[config.mk]
export PLATFORM = sky130hd
export DESIGN_NAME = stage4_mem
export DESIGN_NICKNAME = d
export VERILOG_FILES = /design/src/rtl/stage4_mem.sv
export SDC_FILE = /design/constraint.sdc
export NUM_CORES = 2
export LEC_CHECK = 0
export ABC_AREA = 1
export BUFFER_PORTS_ARGS = -buffer_cell sky130_fd_sc_hd__buf_2
export CAP_MARGIN = 20
export CORE_MARGIN = 2
export CORE_UTILIZATION = 40
export CTS_BUF_LIST = sky130_fd_sc_hd__clkbuf_4 sky130_fd_sc_hd__clkbuf_8
export DETAILED_ROUTE_END_ITERATION = 8
export PLACE_DENSITY = 0.64
export SETUP_SLACK_MARGIN = 0.4
export SLEW_MARGIN = 20
export SYNTH_ARGS = -nofsm -noshare
export SYNTH_HDL_FRONTEND = slang
export SYNTH_SLANG_ARGS = --single-unit
[constraint.sdc]
create_clock -name clk -period 3.14 [get_ports clk]
set_input_delay 0.471 -clock clk [delete_from_list [all_inputs] [get_ports clk]]
set_output_delay 0.471 -clock clk [all_outputs]
set_load 0.1 [all_outputs]
[src/rtl/stage4_mem.sv]
// Memory stage: word-addressed data memory plus the MEM/WB pipeline register.
// Define STAGE4_FWD_EN to add the fwd_valid/fwd_rd/fwd_data forwarding outputs into EX.
module stage4_mem #(
   parameter int Width = 32,
   parameter int Depth = 64
) (
   input  logic             clk,
   input  logic             rst,
   input  logic             stall,
   input  logic             flush,
   input  logic [Width-1:0] ALUResult_in,
   input  logic [Width-1:0] WriteData,
   input  logic [4:0]       controlsignals_in,
   input  logic [4:0]       Rd_in,
   output logic [Width-1:0] readData,
   output logic [Width-1:0] ALUResult,
   output logic [2:0]       controlsignals,
   output logic [4:0]       Rd,
`ifdef STAGE4_FWD_EN
   output logic             fwd_valid,
   output logic [4:0]       fwd_rd,
   output logic [Width-1:0] fwd_data,
`endif
   output logic             addr_err
);

   localparam int AW = (Depth > 1) ? $clog2(Depth) : 1;

   logic [Width-1:0] mem [Depth];

   logic             mem_read;
   logic             mem_write;
   logic             bad_addr;
   logic             do_write;
   logic [AW-1:0]    index;
   logic [Width-1:0] rdata;

   // NOTE: every signal is assigned on every path through this block, so no latch can be inferred.
   always_comb begin
      mem_read  = controlsignals_in[4];
      mem_write = controlsignals_in[3];
      index     = ALUResult_in[AW+1:2];
      bad_addr  = (mem_read | mem_write) &
                  ((ALUResult_in[1:0] != 2'b00) | (|ALUResult_in[Width-1:AW+2]));
      do_write  = mem_write & ~bad_addr & ~stall & ~flush & ~rst;
      // Read sees the pre-edge contents, which gives read-before-write on a combined access.
      rdata     = (mem_read & ~bad_addr) ? mem[index] : '0;
   end

   // NOTE: the array is cleared on reset because loads after reset must return 0;
   // this costs a wide reset fan-out that a plain RAM macro could not provide.
   always_ff @(posedge clk) begin
      if (rst) begin
         for (int i = 0; i < Depth; i++) mem[i] <= '0;
      end else if (do_write) begin
         mem[index] <= WriteData;
      end
   end

   // NOTE: sequential state uses non-blocking assignments so every register samples pre-edge values.
   always_ff @(posedge clk) begin
      if (rst || flush) begin
         readData       <= '0;
         ALUResult      <= '0;
         controlsignals <= '0;
         Rd             <= '0;
         addr_err       <= 1'b0;
      end else if (!stall) begin
         readData       <= rdata;
         ALUResult      <= ALUResult_in;
         // A faulting access must never commit to the register file.
         controlsignals <= {controlsignals_in[2], controlsignals_in[1] & ~bad_addr,
                            controlsignals_in[0]};
         Rd             <= Rd_in;
         addr_err       <= bad_addr;
      end
   end

`ifdef STAGE4_FWD_EN
   assign fwd_data  = controlsignals[2] ? readData : ALUResult;
   assign fwd_valid = controlsignals[1] & (Rd != 5'd0);
   assign fwd_rd    = Rd;
`else
   // Forwarding outputs are not present in this build.
`endif

endmodule

* After elaboration in Yosys (flattened, before gate mapping)
Memory sizes are Yosys's and may differ from the RTL's.
Index checks and enable logic that the tools add are counted.
** Cells by class
- Multiplexer cells :: 9
- Bitwise logic cells :: 13
- Reduce and logical (&&, ||, !) cells :: 4
** Operators by type and width (count)
- 32-bit two-way mux :: 2
- 32-bit OR reduction :: 1
- 24-bit OR reduction :: 1
- 1-bit AND :: 7
- 1-bit two-way mux :: 6
- 6-bit two-way mux :: 1
- 1-bit NOT :: 4
- 1-bit OR :: 2
- 2-bit nonzero test :: 1
- 1-bit logical OR :: 1
** Storage, ports and cells
- Register bits after elaboration :: 73
- RAM bits :: 2048
- Input bits :: 78
- Output and inout port bits :: 73
- Logic and storage cells :: 32
- Memories kept :: 1
** Memories
- mem :: words 64, bits a word 32, read ports 1, clocked after Yosys merged registers in 0, write ports 64, line 29 : logic [Width-1:0] mem [Depth];

* Longest topological paths before layout
- Depth in word-level cells :: 13
- Depth in mapped cells :: 15
- Gate-level depth less buffers :: 12

* Worst setup path before layout
OpenSTA, ideal clock, no wires.
- Kind :: input-to-reg
- Start :: in stall
- End :: mem mem[12][0], enable pin
- Setup time :: 0.389 ns
- Arrival :: 2.566 ns
- Data required time :: 2.751 ns
- Slack :: 0.184 ns
- Cell stages on the path :: 9
- Buffers on the path :: 2
- Cells stage by stage :: buf_6 nor2_2 nand3_1 nor2_2 nand4_4 nor3_4 nand2_1 buf_6 nand2_1
** RTL lines
- from (decl) :: line 9 : input logic stall,
- to (decl) :: line 29

* Worst setup path after layout
- Start :: reg readData[15]
- End :: out readData[15]
** RTL lines
- from (decl) :: line 15 : output logic [Width-1:0] readData,
- from (signal assigned) :: line 69 : readData <= rdata;
No word-level cell between the ends.

==> impl_metrics.xml <==
<?xml version="1.0" encoding="UTF-8"?>
<metrics>
  <group name="status">
    <metric name="run_status" unit="">finished, final reports clean</metric>
  </group>
  <group name="drt">
    <metric name="vias_per_cell" unit="">5.326</metric>
    <metric name="route.vias.total" unit="">77060</metric>
    <metric name="drc" unit="">0</metric>
    <metric name="drt_pre_antenna_iters" unit="">8</metric>
    <metric name="route.detailed.wl_per_inst" unit="um">23.03</metric>
    <metric name="drt.antenna.violating_nets" unit="">0</metric>
    <metric name="drt_iter0_markers" unit="">10670</metric>
    <metric name="totalWireLength" unit="mm">333.2</metric>
  </group>
  <group name="floorplanning">
    <metric name="die_h" unit="um">498.4</metric>
    <metric name="die-area" unit="um^2">248400</metric>
    <metric name="initial_utilization" unit="">0.4019</metric>
    <metric name="die-width" unit="um">498.4</metric>
    <metric name="rows" unit="">181</metric>
    <metric name="placeableCoreArea" unit="um^2">243200</metric>
    <metric name="io-pin-count" unit="">151</metric>
  </group>
  <group name="sta">
    <metric name="max_freq" unit="MHz">370.6</metric>
    <metric name="min_period_over_period" unit="">0.8594</metric>
    <metric name="finalHoldWorstSlack" unit="ns">0.1130</metric>
    <metric name="setup_viol" unit="">0</metric>
    <metric name="worst_slew_margin_rel" unit="">0.1931</metric>
    <metric name="rsz0062_at_grt" unit="">no</metric>
    <metric name="setup_slack" unit="ns">0.4416</metric>
    <metric name="timing.final.crit_period" unit="ns">2.698</metric>
    <metric name="finalClockSkew" unit="ns">0.07286</metric>
    <metric name="tightest_slew" unit="ns">1.206</metric>
    <metric name="timing_max_transition_violations_final" unit="">0</metric>
    <metric name="timing_hold_violations_final" unit="">0</metric>
  </group>
  <group name="worst_setup_path">
    <metric name="critPathMaxStageDelay" unit="ns">0.62</metric>
    <metric name="setup.worst_path.end_class" unit="">output port</metric>
    <metric name="worst-endpoint-required" unit="ns">2.67</metric>
    <metric name="crit_path_max_delay_cell_type" unit="">sky130_fd_sc_hd__dfxtp_1</metric>
    <metric name="max_fanout_on_critical_path" unit="">2</metric>
    <metric name="critPathTopFamily" unit="">flip-flops</metric>
    <metric name="cp-start-kind" unit="">register</metric>
    <metric name="path_class" unit="">register to output port</metric>
    <metric name="worst-r2r-cell-count" unit="">12</metric>
    <metric name="critical_path_arrival" unit="ns">2.23</metric>
    <metric name="timing.critical_path.cells" unit="">buf_2</metric>
    <metric name="cp_num_buf_inv" unit="">1</metric>
    <metric name="worstSetupPathDepth" unit="">1</metric>
  </group>
  <group name="power">
    <metric name="p_leak" unit="nW">48.19</metric>
    <metric name="cellPowerDensity" unit="nW/um^2">565.0</metric>
    <metric name="ir_drop" unit="mV">0.4768</metric>
    <metric name="power" unit="mW">63.24</metric>
  </group>
  <group name="global_route">
    <metric name="number_of_antenna_violations_at_the_first_check_in_global_routing" unit="">15</metric>
    <metric name="via_count_of_the_first_global_routing_pass" unit="">73750</metric>
    <metric name="groute.usage.overall" unit="">0.2622</metric>
    <metric name="maximum_number_of_pins_on_one_net_before_global_route_repair" unit="">157</metric>
    <metric name="globalRoute.totalOverflow" unit="">0</metric>
    <metric name="grt_first_pass_wirelength" unit="mm">485.6</metric>
  </group>
  <group name="layout">
    <metric name="fillerInstances" unit="">22860</metric>
    <metric name="postLayoutCoreUtil" unit="">0.4602</metric>
    <metric name="post-route-cell-area" unit="um^2">111900</metric>
    <metric name="combined_area_of_the_multi_input_logic_cells" unit="um^2">28180</metric>
    <metric name="final-seq-area" unit="um^2">62960</metric>
    <metric name="syn2layout_area_growth" unit="%">14.50</metric>
    <metric name="finalNetCount" unit="">11080</metric>
    <metric name="final_layout_size_suffix_gt1_frac" unit="">0.1147</metric>
  </group>
  <group name="synth">
    <metric name="post_synth_inst_count" unit="">10770</metric>
    <metric name="synth_fp_nets" unit="">10840</metric>
    <metric name="synth-seq-cells" unit="">2121</metric>
    <metric name="synth-edff-count" unit="">2048</metric>
    <metric name="ys_dominant_reg_cell" unit="">sky130_fd_sc_hd__edfxtp_1</metric>
    <metric name="synth.cell_area" unit="um^2">97760</metric>
    <metric name="post_synth_num_cell_types" unit="">26</metric>
    <metric name="avgSynthCellArea" unit="um^2">9.080</metric>
    <metric name="ys_warn_count" unit="">0</metric>
    <metric name="async_set_or_reset_register_ratio_after_synthesis" unit="">0</metric>
    <metric name="synth_top_area_frac" unit="">0.6291</metric>
    <metric name="ys_top_cells_by_area" unit="">sky130_fd_sc_hd__edfxtp_1, sky130_fd_sc_hd__nand2_1, sky130_fd_sc_hd__nor2_1</metric>
    <metric name="yosysTopAreaCell" unit="">sky130_fd_sc_hd__edfxtp_1</metric>
    <metric name="synth.yosys.seq_area_share" unit="">0.6441</metric>
  </group>
  <group name="hold_path">
    <metric name="worstHoldPathType" unit="">input pin to register</metric>
    <metric name="hold_depth" unit="">3</metric>
  </group>
  <group name="placement">
    <metric name="port_buffers" unit="">150</metric>
    <metric name="gp_congestion" unit="">0.9210</metric>
    <metric name="place_worst_setup_slack" unit="ns">-0.2213</metric>
    <metric name="dp_hpwl" unit="mm">202.6</metric>
    <metric name="place_area" unit="um^2">104300</metric>
  </group>
  <group name="clocking">
    <metric name="cts_setup_buffers" unit="">0</metric>
    <metric name="clock_path_buffers" unit="">4</metric>
    <metric name="cts_root_buf" unit="">sky130_fd_sc_hd__clkbuf_8</metric>
    <metric name="insertion_delay" unit="ns">1.06</metric>
    <metric name="tritoncts" unit="">yes</metric>
    <metric name="cts_buffers" unit="">371</metric>
    <metric name="path_clk_slew" unit="ns">0.06</metric>
    <metric name="clkSinkCount" unit="">2121</metric>
    <metric name="h-tree-depth" unit="">5</metric>
  </group>
  <group name="run">
    <metric name="cap_violations" unit="">0</metric>
  </group>
</metrics>
==> flip-flops by register name, summed over array words and instances, names as in the netlist <==
name and count:
addr_err 1, ALUResult 32, readData 32, Rd 5
mem 2048, controlsignals 3
==> per-stage QoR <==
stage | setup TNS, ns | instances
after floorplan | 0 | 10770
after global placement | -0.5362 | 13760
after detailed placement | -0.5820 | 13760
after CTS | 0 | 14460
after global routing | 0 | 14470
final | 0 | 14470
==> final timing paths <==
path / endpoint / from / slack (ns)
worst max-delay path: readData[15] / readData[15]$_SDFFE_PP0N_ / 0.44
worst min register to register: Rd[3]$_SDFFE_PP0N_ / Rd[3]$_SDFFE_PP0N_ / 0.47
worst max register to register: readData[25]$_SDFFE_PP0N_ / mem[9][25]$_SDFFCE_PN0P_ / 0.67
worst min-delay path: ALUResult[5]$_SDFFE_PP0N_ / ALUResult_in[5] / 0.11
==> area by class of cell <==
| type | count | share of cell area |
|---|---|---|
| Sequential cell | 2121 | 0.5625 |
| Inverter | 819 | 0.02803 |
| Tap cell | 3202 | 0.03579 |
| Clock buffer | 507 | 0.05563 |
| Antenna cell | 7 | 0.0001565 |
| Multi-Input combinational cell | 7017 | 0.2517 |
| Timing Repair Buffer | 669 | 0.05951 |
| Clock inverter | 126 | 0.006651 |
==> metal layers <==
metal / global-route usage / part of all wire / vias to the layer above
met5: 0 / 0.00018 / -
met4: 0.1421 / 0.060 / 12
li1: - / - / 34710
met2: 0.3988 / 0.44 / 4598
met3: 0.05560 / 0.11 / 820
met1: 0.3509 / 0.39 / 36920
==> Yosys cell counts (71+ instances only) <==
master	n
sky130_fd_sc_hd__edfxtp_1	2048
sky130_fd_sc_hd__nand2_1	3585
sky130_fd_sc_hd__nand3_1	560
sky130_fd_sc_hd__nor2_1	2386
sky130_fd_sc_hd__inv_1	780
sky130_fd_sc_hd__dfxtp_1	73
sky130_fd_sc_hd__o21ai_0	198
sky130_fd_sc_hd__a21oi_1	105
sky130_fd_sc_hd__nand4_1	122
sky130_fd_sc_hd__buf_2	71
sky130_fd_sc_hd__clkbuf_1	602
sky130_fd_sc_hd__buf_6	85
==> kinds of logic after synthesis <==
group | synth area share
and+or+nand+nor | 0.2703
DFF | 0.6441
AOI/OAI and AO/OA | 0.01567
buffers and inverters | 0.06996
==> repair_timing <==
action	in CTS	in global routing
gates resized for setup	2	0
endpoints found under the setup margin	2	0
hold buffers	69	0
hold endpoints to repair	155	0
==> cells in the final DEF, fill, tap and decap left out, drive strengths merged <==
cell,count
clkbuf,507
clkinv,135
dfxtp,73
clkinvlp,6
and2,28
a21boi,1
inv,797
nand4,123
a21oi,105
diode,7
buf,600
bufinv,7
edfxtp,2048
dlygate4sd3,69
o211ai,1
nand2,3585
o21ai,198
nor3,14
or2,5
nor2,2393
nand3,564
==> where the power goes <==
group	leakage, nW	switching (mW)	internal, mW
logic	24.5	4.32	1.50
clock network	3.70	11.4	13.3
registers	20.0	0.374	32.3
No activity file was read; power rests on OpenSTA's default activity.
